File: config.mk
export PLATFORM = sky130hd
export DESIGN_NAME = object_dispatcher_flat
export DESIGN_NICKNAME = d
export VERILOG_FILES = /design/src/rtl/object_dispatcher_pkg.sv /design/src/rtl/object_dispatcher_if.sv /design/src/rtl/object_dispatcher_rr_arbiter.sv /design/src/rtl/object_dispatcher.sv /design/src/flat_wrapper.sv
export SDC_FILE = /design/constraint.sdc
export NUM_CORES = 1
export LEC_CHECK = 0
export ABC_AREA = 1
export ABC_CLOCK_PERIOD_IN_PS = 2500
export BUFFER_PORTS_ARGS = -buffer_cell sky130_fd_sc_hd__buf_2
export CAP_MARGIN = 10
export CORE_MARGIN = 3
export CORE_UTILIZATION = 40
export CTS_CLUSTER_DIAMETER = 50
export DETAILED_ROUTE_END_ITERATION = 10
export PLACE_DENSITY = 0.79
export SLEW_MARGIN = 0
export SYNTH_ARGS = -nofsm -noshare
export SYNTH_HDL_FRONTEND = slang
export SYNTH_SLANG_ARGS = --single-unit
File: constraint.sdc
create_clock -name clock -period 2.5 [get_ports clock]
set_clock_uncertainty 0.2 [all_clocks]
set_input_delay 0.25 -clock clock [delete_from_list [all_inputs] [get_ports clock]]
set_output_delay 0.25 -clock clock [all_outputs]
set_load 0.01 [all_outputs]
File: src/rtl/object_dispatcher_pkg.sv
// Shared types for the object dispatcher: the object record, dispatcher states and helpers.
// The degenerate() helper is the single definition of the culling rule.
package object_dispatcher_pkg;

  typedef struct packed {
    logic [7:0] x;
    logic [7:0] y;
  } vertex_t;

  typedef struct packed {
    vertex_t    a;
    vertex_t    b;
    vertex_t    c;
    logic [7:0] color;
  } object_t;

  typedef enum logic [2:0] {
    IDLE,
    SYNC,
    FETCH,
    ARB,
    OFFER,
    DRAIN,
    DONE
  } dispatch_state_t;

  // Two coincident vertices means the triangle has zero area.
  function automatic logic degenerate(input object_t obj);
    return (obj.a == obj.b) || (obj.b == obj.c) || (obj.a == obj.c);
  endfunction

  function automatic int ptrWidth(input int n);
    return (n > 1) ? $clog2(n) : 1;
  endfunction

endpackage

File: src/rtl/object_dispatcher_if.sv
// Buffer-read and lane-handshake bundle between the object buffer, the dispatcher and the lanes.
// master = dispatcher side, slave = buffer/lane side.
interface object_dispatcher_if #(
  parameter int LANES = 4
);
  import object_dispatcher_pkg::*;

  object_t          buf_data;
  logic             buf_read_end;
  logic             buf_read;
  object_t          lane_obj;
  logic [LANES-1:0] lane_valid;
  logic [LANES-1:0] lane_ready;
  logic [LANES-1:0] lane_busy;

  modport master (
    input  buf_data, buf_read_end, lane_ready, lane_busy,
    output buf_read, lane_obj, lane_valid
  );

  modport slave (
    output buf_data, buf_read_end, lane_ready, lane_busy,
    input  buf_read, lane_obj, lane_valid
  );

endinterface

File: src/rtl/object_dispatcher_rr_arbiter.sv
// Combinational round-robin arbiter: grants the first requester at or after ptr_i, one-hot.
module rr_arbiter
  import object_dispatcher_pkg::*;
#(
  parameter int N = 4
) (
  input  logic [N-1:0]            req_i,
  input  logic [ptrWidth(N)-1:0]  ptr_i,
  output logic [N-1:0]            grant_o,
  output logic                    any_grant_o
);

  localparam int PTR_W = ptrWidth(N);

  logic [PTR_W-1:0] idx;

  // Walk the ring starting at the pointer; the first hit wins.
  always_comb begin
    grant_o     = '0;
    any_grant_o = 1'b0;
    idx         = '0;
    for (int i = 0; i < N; i++) begin
      idx = PTR_W'((int'(ptr_i) + i) % N);
      if (!any_grant_o && req_i[idx]) begin
        grant_o[idx] = 1'b1;
        any_grant_o  = 1'b1;
      end
    end
  end

endmodule

File: src/rtl/object_dispatcher.sv
// Per-frame scheduler: walks the object buffer and hands objects round-robin to rasterizer lanes.
// Optional build macro CULL_DEGENERATE_EN drops zero-area objects instead of dispatching them.
module object_dispatcher
  import object_dispatcher_pkg::*;
#(
  parameter int LANES   = 4,
  parameter int COUNT_W = 8
) (
  input  logic                  clock,
  input  logic                  reset,
  input  logic                  next_frame_i,
  object_dispatcher_if.master   bus,
  output logic                  busy_o,
  output logic                  frame_done_o,
  output logic                  overrun_o,
  output logic [COUNT_W-1:0]    sent_count_o,
  output logic [COUNT_W-1:0]    cull_count_o
);

  localparam int PTR_W = ptrWidth(LANES);

  dispatch_state_t    state_q, state_d;
  logic [PTR_W-1:0]   rrPtr_q, rrPtr_d, grantIdx;
  logic [LANES-1:0]   grant_q, grant_d, arbGrant, laneValid;
  logic               arbAny, transfer, bufRead;
  object_t            laneObj_q, laneObj_d;
  logic               overrun_q, overrun_d;
  logic [COUNT_W-1:0] sentCount_q, sentCount_d;
`ifdef CULL_DEGENERATE_EN
  logic [COUNT_W-1:0] cullCount_q, cullCount_d;
`endif

  rr_arbiter #(.N(LANES)) uArbiter (
    .req_i       (bus.lane_ready),
    .ptr_i       (rrPtr_q),
    .grant_o     (arbGrant),
    .any_grant_o (arbAny)
  );

  assign laneValid = (state_q == OFFER) ? grant_q : '0;
  assign transfer  = (state_q == OFFER) && (|(grant_q & bus.lane_ready));

  always_comb begin
    grantIdx = '0;
    for (int i = 0; i < LANES; i++) begin
      if (grant_q[i]) grantIdx = PTR_W'(i);
    end
  end

  // A frame start always wins: it restarts the walk and abandons any pending offer.
  always_comb begin
    state_d     = state_q;
    rrPtr_d     = rrPtr_q;
    grant_d     = grant_q;
    laneObj_d   = laneObj_q;
    overrun_d   = overrun_q;
    sentCount_d = sentCount_q;
    bufRead     = 1'b0;
`ifdef CULL_DEGENERATE_EN
    cullCount_d = cullCount_q;
`endif
    if (next_frame_i) begin
      state_d     = SYNC;
      sentCount_d = '0;
`ifdef CULL_DEGENERATE_EN
      cullCount_d = '0;
`endif
      if (state_q != IDLE && state_q != DONE) overrun_d = 1'b1;
    end else begin
      case (state_q)
        IDLE: state_d = IDLE;
        SYNC: state_d = FETCH;
        FETCH: begin
          if (bus.buf_read_end) begin
            state_d = DRAIN;
          end else begin
            bufRead = 1'b1;
`ifdef CULL_DEGENERATE_EN
            if (degenerate(bus.buf_data)) begin
              if (!(&cullCount_q)) cullCount_d = cullCount_q + 1'b1;
            end else begin
              laneObj_d = bus.buf_data;
              state_d   = ARB;
            end
`else
            laneObj_d = bus.buf_data;
            state_d   = ARB;
`endif
          end
        end
        ARB: begin
          if (arbAny) begin
            grant_d = arbGrant;
            state_d = OFFER;
          end
        end
        OFFER: begin
          if (transfer) begin
            if (!(&sentCount_q)) sentCount_d = sentCount_q + 1'b1;
            rrPtr_d = (int'(grantIdx) == LANES - 1) ? '0 : grantIdx + 1'b1;
            state_d = FETCH;
          end
        end
        DRAIN: begin
          if (!(|bus.lane_busy) && !(|laneValid)) state_d = DONE;
        end
        DONE:    state_d = IDLE;
        default: state_d = IDLE;
      endcase
    end
  end

  always_ff @(posedge clock or posedge reset) begin
    if (reset) begin
      state_q     <= IDLE;
      rrPtr_q     <= '0;
      grant_q     <= '0;
      laneObj_q   <= '0;
      overrun_q   <= 1'b0;
      sentCount_q <= '0;
`ifdef CULL_DEGENERATE_EN
      cullCount_q <= '0;
`endif
    end else begin
      state_q     <= state_d;
      rrPtr_q     <= rrPtr_d;
      grant_q     <= grant_d;
      laneObj_q   <= laneObj_d;
      overrun_q   <= overrun_d;
      sentCount_q <= sentCount_d;
`ifdef CULL_DEGENERATE_EN
      cullCount_q <= cullCount_d;
`endif
    end
  end

  assign bus.buf_read   = bufRead;
  assign bus.lane_obj   = laneObj_q;
  assign bus.lane_valid = laneValid;
  assign busy_o         = (state_q != IDLE);
  assign frame_done_o   = (state_q == DONE);
  assign overrun_o      = overrun_q;
  assign sent_count_o   = sentCount_q;
`ifdef CULL_DEGENERATE_EN
  assign cull_count_o   = cullCount_q;
`else
  assign cull_count_o   = '0;
`endif

endmodule

File: src/flat_wrapper.sv
// flat-port wrapper written by rule: the top's interface ports become plain ports
module object_dispatcher_flat import object_dispatcher_pkg::*;
#(
  parameter int LANES   = 4,
  parameter int COUNT_W = 8
)
  (clock, reset, next_frame_i, busy_o, frame_done_o, overrun_o, sent_count_o, cull_count_o, bus_buf_data, bus_buf_read_end, bus_lane_ready, bus_lane_busy, bus_buf_read, bus_lane_obj, bus_lane_valid);
  object_dispatcher_if #(.LANES(LANES)) bus_i ();
  input  logic clock;
  input  logic reset;
  input  logic next_frame_i;
  output logic busy_o;
  output logic frame_done_o;
  output logic overrun_o;
  output logic [COUNT_W-1:0] sent_count_o;
  output logic [COUNT_W-1:0] cull_count_o;
  input wire logic [$bits(bus_i.buf_data)-1:0] bus_buf_data;
  input wire logic [$bits(bus_i.buf_read_end)-1:0] bus_buf_read_end;
  input wire logic [$bits(bus_i.lane_ready)-1:0] bus_lane_ready;
  input wire logic [$bits(bus_i.lane_busy)-1:0] bus_lane_busy;
  output wire logic [$bits(bus_i.buf_read)-1:0] bus_buf_read;
  output wire logic [$bits(bus_i.lane_obj)-1:0] bus_lane_obj;
  output wire logic [$bits(bus_i.lane_valid)-1:0] bus_lane_valid;
  assign bus_i.buf_data = bus_buf_data;
  assign bus_i.buf_read_end = bus_buf_read_end;
  assign bus_i.lane_ready = bus_lane_ready;
  assign bus_i.lane_busy = bus_lane_busy;
  assign bus_buf_read = bus_i.buf_read;
  assign bus_lane_obj = bus_i.lane_obj;
  assign bus_lane_valid = bus_i.lane_valid;
  object_dispatcher #(.LANES(LANES), .COUNT_W(COUNT_W)) u_core (.clock(clock), .reset(reset), .next_frame_i(next_frame_i), .bus(bus_i), .busy_o(busy_o), .frame_done_o(frame_done_o), .overrun_o(overrun_o), .sent_count_o(sent_count_o), .cull_count_o(cull_count_o));
endmodule
# Word-level counts from Yosys, hierarchy flattened
# Cells that the tools add are included.
# totals
word_cells	113
inputBits	68
out_inout_bits	80
ff_bits	74
# classes
add_sub_neg	5
magnitude_cmp	8
mux	42
eq_ne	12
n_reduce_logical	28
bitwise	6
# op_table
operator	n
2-to-1 mux 8 bit	4
2-to-1 mux 4 bit	5
2-to-1 mux 1 bit	16
2-to-1 mux 3 bit	5
one-hot mux 3 bit (5 select lines)	1
AND reduction 3 bit	5
< comparator 2 x 3 -> 1 bit (second input constant)	4
bitwise OR 4 bit	3
OR reduction 4 bit	3
logical AND 1 bit	10
equality test 3 bit (second input constant)	3
!= test 3 x 2 -> 1 bit (second input constant)	3
adder 8 x 1 -> 8 bit (second input constant)	1
binary-select mux 1 bit (select 2 bit)	4
demux 1 bit (select 2 bit)	4
greater-or-equal comparator 2 x 1 -> 1 bit (second input constant)	4
AND reduction 8 bit	1
equality test 3 x 2 -> 1 bit (second input constant)	2
2-to-1 mux 2 bit	3
zero test 1 bit	5
adder 2 x 1 -> 2 bit (second input constant)	2
adder 2 bit (second input constant)	2
bitwise AND 4 bit	1
nonzero test 2 bit	2
7 further kinds	8

# Depth between registers and ports, before layout
# depth
ltp_word	15
mapped_depth	12
depth_no_buf	12

# Hierarchy
# A second synthesis with hierarchy kept.
# hier_totals
cells_unflattened	492
area_unflattened_um2	3733.6
# modules_own_cells
mod	seq_area_each_um2	area_each_um2	cells_each	instances
object_dispatcher	1851.8	3314.4	416	1
rr_arbiter	0.0	419.2	76	1

# Worst setup path before layout
# Ideal clock, no wire load.
# synth_timing
kind	reg2reg
startpoint	register u_core.rrPtr_q[0]
endpoint	register u_core.grant_q[0]
arrival_ns	1.654
setup_ns	0.116
setup_slack_ns	0.529
n_path_buf	0
path_stages_with_launch	13
required_time_ns	2.184
period_less_slack_ns	1.971
path_cell_list	dfrtp_1 -> inv_4 -> ha_1 -> inv_1 -> nand3_1 -> nand2_2 -> nand2_4 -> nor2_8 -> nand2_2 -> nand2_4 -> inv_4 -> nand2_1 -> nand2_1
# synth_via
elab_chain_len	13
word_cells_on_any_way	49
cone_classes	3 x add/sub; 8 x order compare; 24 x mux; 3 x bitwise; 11 x reduce/logical
# synth_rtl
item	line	source
start: declaration	object_dispatcher.sv:23	logic [PTR_W-1:0] rrPtr_q, rrPtr_d, grantIdx;
start signal: assignment	object_dispatcher.sv:126	rrPtr_q <= rrPtr_d;
branches (longest 13 deep; another with < comparator 2 x 3 -> 1 bit)	n/a	
end signal: assignment	object_dispatcher.sv:127	grant_q <= grant_d;
end: declaration	object_dispatcher.sv:24	logic [LANES-1:0] grant_q, grant_d, arbGrant, laneValid;
# Parallel ways; which one is timed is not known. The select of a mux whose other input is x is not followed.
# A chain may end at the register's enable or synchronous reset.

# Final worst setup path
# layout_timing
startpoint	register u_core.state_q[0]
endpoint	output port bus_buf_read
# layout_via
elab_chain_len	3
# layout_rtl
item	line	source
start: declaration	object_dispatcher.sv:22	dispatch_state_t state_q, state_d;
start signal: assignment	object_dispatcher.sv:125	state_q <= state_d;
equality test 3 x 2 -> 1 bit	object_dispatcher.sv:70	case (state_q)
2-to-1 mux 1 bit	object_dispatcher.sv:70	
2-to-1 mux 1 bit	object_dispatcher.sv:62	if (next_frame_i) begin
end: declaration	flat_wrapper.sv:21	output wire logic [$bits(bus_i.buf_read)-1:0] bus_buf_read;
# Every way passes these cells.

==> impl_summary.md <==
Detailed routing
The number of DRC violations after detailed-routing iteration 0 is 168. For this block, the via count after detailed routing is approximately 3,700. Once detail routing completed, the nets flagged for antenna violations numbered 0. After detailed routing, the number of remaining DRC violations is 0.

The first detailed-routing pass ran for 4 iterations. In the final routed layout, each cell accounts on average for 13.27 um. Using the TritonRoute via totals, the vias-per-cell ratio works out to 4.750. For this block, the routed nets add up to 10,400 um of wire.

Logic synthesis
Sorting the synthesized cells by area gives the leading types as sky130_fd_sc_hd__dfrtp_1 50%, sky130_fd_sc_hd__nand2_1 24%, sky130_fd_sc_hd__nand3_1 3.8%. The Yosys warning count is 0. Summed over all instances, the cell type with the most area after synthesis is sky130_fd_sc_hd__dfrtp_1. In the post-synthesis netlist, the cell with the most instances is sky130_fd_sc_hd__nand2_1. The number of enable flip-flop cells after synthesis is 0.

The number of cells produced by synthesis is 475. The primary flip-flop cell chosen by synthesis mapping is sky130_fd_sc_hd__dfrtp_1. The synthesized netlist occupies a cell area of 3672 sq um. Counting distinct cell types in the post-synthesis netlist gives 28. The average cell area after synthesis is between 7 and 8 sq um. Summed over its instances, the top area cell type makes up around half of the synthesized netlist area. Summing the sequential cell areas from Yosys gives approximately half of the chip area. Counting flops and latches in the post-synthesis netlist gives 74. Counting flops with an async set or reset pin after synthesis yields a share of 100.0%. Sorting the synthesized cells by how often they occur yields 236 x sky130_fd_sc_hd__nand2_1, 74 x sky130_fd_sc_hd__dfrtp_1, 33 x sky130_fd_sc_hd__inv_1.

Die
The full die area is about 10,000 sq um. In this run the count of I/O pins placed on the die edge is roughly 150. The core region area is around 9000 sq um. The die is 101.8 um tall. The initial cell density of the core is roughly two fifths. The die is roughly 100 um wide. The number of core rows is 34.

Clock tree
The TritonCTS clock tree is yes. The tree built by TritonCTS fans out to 74 sinks. The register clock-pin slew on the reported worst setup and hold paths is 0.08 ns. The H-tree level count is 3.

Counting along the longest clock path gives a buffer depth of 2. The number of buffers created by CTS is 9. In this run the clock root is driven by a sky130_fd_sc_hd__clkbuf_8. The insertion delay of the later-clocked pin in the worst-skew pair is approximately 0.34 ns. The number of setup buffers added after CTS is 0.

Worst hold path
The worst hold path was traced through 3 stages. The tightest min-delay check is of the input pin to flip-flop type. The critical hold path startpoint is next_frame_i. The worst hold path terminates at u_core.overrun_o.

STA
The worst path setup slack after routing is approximately 0.3 ns. The sum of negative setup slack is 0 ns. For the finished layout, the period the worst path requires is between 2 and 2.5 ns.

The count of pins over their slew limit is 0. In the finished design, the share of the clock period the worst path needs comes to 88.14%. The number of hold violations in the final report is 0. Setup repair after global routing left no endpoint under its margin. The tightest slew margin relative to the limit is 62.58%. Setup violations remaining at the end of the flow were counted as 0.

For the pin with the worst max-slew slack, the measured transition is roughly 0.56 ns. Based on the critical path, the design can be clocked at up to around 450 MHz.

Setup path
In this run the worst path has a maximum fanout of 32. Walking the worst path, the cells encountered are nor2_1, nand3_1, nor2_4, buf_4, buf_2. The endpoint of the worst-slack reg-to-reg timing path is u_core.grant_q[0]. The required time of the critical path is around 2.1 ns. The critical path start-end classification is flip-flop to output pin. The cell type group with the largest total delay on the critical path is buffers and inverters. The critical path contains buffers and inverters numbering 2 combined. Measured in cells, the most critical reg-to-reg path has a length of 12. The launch instance of the worst register-to-register path is u_core.rrPtr_q[0]. The slowest stage cell on the critical path is sky130_fd_sc_hd__dfrtp_1.

The kind of start point of the critical path is a flip-flop. STA classifies the critical path endpoint as an output pin. The setup check on the worst reg-to-reg path leaves a slack of about 0.32 ns.

The critical path's largest stage delay is about 0.44 ns. For the worst setup path, the data arrival time is around 1.8 ns.

Place
The final estimated routing congestion in global placement is around 0.80. The worst slack after detailed placement is 0.3320 ns. The total of buffers placed on input and output ports is 139. The HPWL after detailed placement is 6498 um. The cell area reported after detailed placement is 4453 sq um.

Layout
Relative to the synthesized area, the layout overhead comes to 42.42%. The layout cell share with drive strength beyond 1 is around a quarter. The final layout contains between 700 and 800 nets. At the end of the flow the core is filled with cells to 59.39%. The number of filler instances in the final layout is 721. 0 antenna diodes ended up in the layout.

The finished cells cover 5230 sq um.

Power and ir drop
Power comes to slightly below 5000 uW. The total power density per cell area is approximately 940 nW/um^2. The worst-case IR drop observed on VDD is 0.5416 mV. In this run the static leakage power is approximately 0.0030 uW.

GRT
Entering global routing, the biggest net connects 75 pins. The number of antenna violations at the first check in global routing came to 0. The sum of overflow across all layers after global routing is 0. The combined global-route utilization of all metal layers is 20.50%. The first global-routing pass estimated about 17,000 um of wire. The via count of the first global-routing pass is about 3,700.

Status
The flow ran to the end, and the final reports show no timing, DRC or antenna violations.

Job
The tool flagged a number of max-cap violations equal to 0.
-- sequential cells by signal (all words and copies together) (netlist names) --
signal and cells:
u_core.state_q 3, u_core.overrun_o 1, u_core.bus.lane_obj 56, u_core.sent_count_o 8
u_core.rrPtr_q 2, u_core.grant_q 4
-- worst max-delay path by stage --
stage,endpoint,cells after the start,startpoint,slack (ns)
after global routing,u_core.grant_q[2],12,u_core.rrPtr_q[0],0.15
after CTS,bus_buf_read,5,u_core.state_q[0],0.26
after detailed placement,u_core.grant_q[0],12,u_core.rrPtr_q[0],0.33
after floorplan,u_core.bus.lane_obj[0],1,reset,0.17
final,bus_buf_read,5,u_core.state_q[0],0.30
after global placement,u_core.grant_q[0],12,u_core.rrPtr_q[0],0.45
-- cell type report --
cell class	count	area [sq um]	area share, %
Sequential cell	74	1852	35.41
Clock inverter	7	82.58	1.579
Timing Repair Buffer	200	1309	25.02
Tap cell	108	135.1	2.584
Multi-Input combinational cell	351	1592	30.43
Clock buffer	9	123.9	2.368
Inverter	35	136.4	2.608
-- metrics by stage --
step	hold WS, ns	cells
4_1_cts	0.06141	784
6_report	0.07740	784
3_5_place_dp	0.1721	711
2_1_floorplan	0.1667	482
3_3_place_gp	0.1614	711
5_1_grt	0.09561	784
-- repair_timing --
action                                 CTS  global route
endpoints found under the hold margin  130             0
gates resized for setup                  0             0
hold buffers                            57             0
-- logic make-up (layout without fill, tap and decap cells) --
group	Yosys count	after routing	synth area share [%]
compound gates	20	20	3.169
xor+xnor	4	4	0.9539
fa+ha+maj	6	6	2.044
buf+inv	57	251	7.155
flops	74	74	50.43
other cells	1	8	0.1021
simple gates	313	313	36.15
-- tightest hold or removal path, stage by stage --
cell	delay [ns]
sky130_fd_sc_hd__buf_2	0.18
sky130_fd_sc_hd__nand2_1	0.09
sky130_fd_sc_hd__o21bai_1	0.05
-- per-layer routing --
layer  vias to the layer above  share of wire (%)  track usage, %
met5                         -                  0               0
met4                         0                2.6           8.073
met3                        31                8.5           7.031
met2                       157                 48           33.25
met1                      1712                 41           25.29
li1                       1824                  -               -
-- power breakdown --
group / leakage, uW / internal (uW) / total [uW] / switching [uW]
clock network: 0.0000984 / 477 / 962 / 485
registers: 0.000947 / 1640 / 1960 / 316
logic: 0.00198 / 781 / 2000 / 1220
total: 0.00302 / 2900 / 4920 / 2020
-- cell usage in the layout (no fill, tap or decap), types with 2 or more instances in the layout --
master and instances:
sky130_fd_sc_hd__inv_6 2, sky130_fd_sc_hd__inv_4 2, sky130_fd_sc_hd__conb_1 8, sky130_fd_sc_hd__buf_2 139
sky130_fd_sc_hd__a21oi_1 6, sky130_fd_sc_hd__dlygate4sd3_1 57, sky130_fd_sc_hd__ha_1 6, sky130_fd_sc_hd__o21ai_0 10
sky130_fd_sc_hd__nor2_1 28, sky130_fd_sc_hd__nand2_2 3, sky130_fd_sc_hd__buf_4 3, sky130_fd_sc_hd__dfrtp_1 74
sky130_fd_sc_hd__nand2_4 6, sky130_fd_sc_hd__nand3_1 28, sky130_fd_sc_hd__nand2_1 236, sky130_fd_sc_hd__xor2_1 4
sky130_fd_sc_hd__nor3_1 2, sky130_fd_sc_hd__clkinvlp_4 2, sky130_fd_sc_hd__clkbuf_8 9, sky130_fd_sc_hd__nand4_1 2
sky130_fd_sc_hd__inv_1 32, sky130_fd_sc_hd__nand3_4 2
Note: power is estimated with default switching activity, not from simulation.
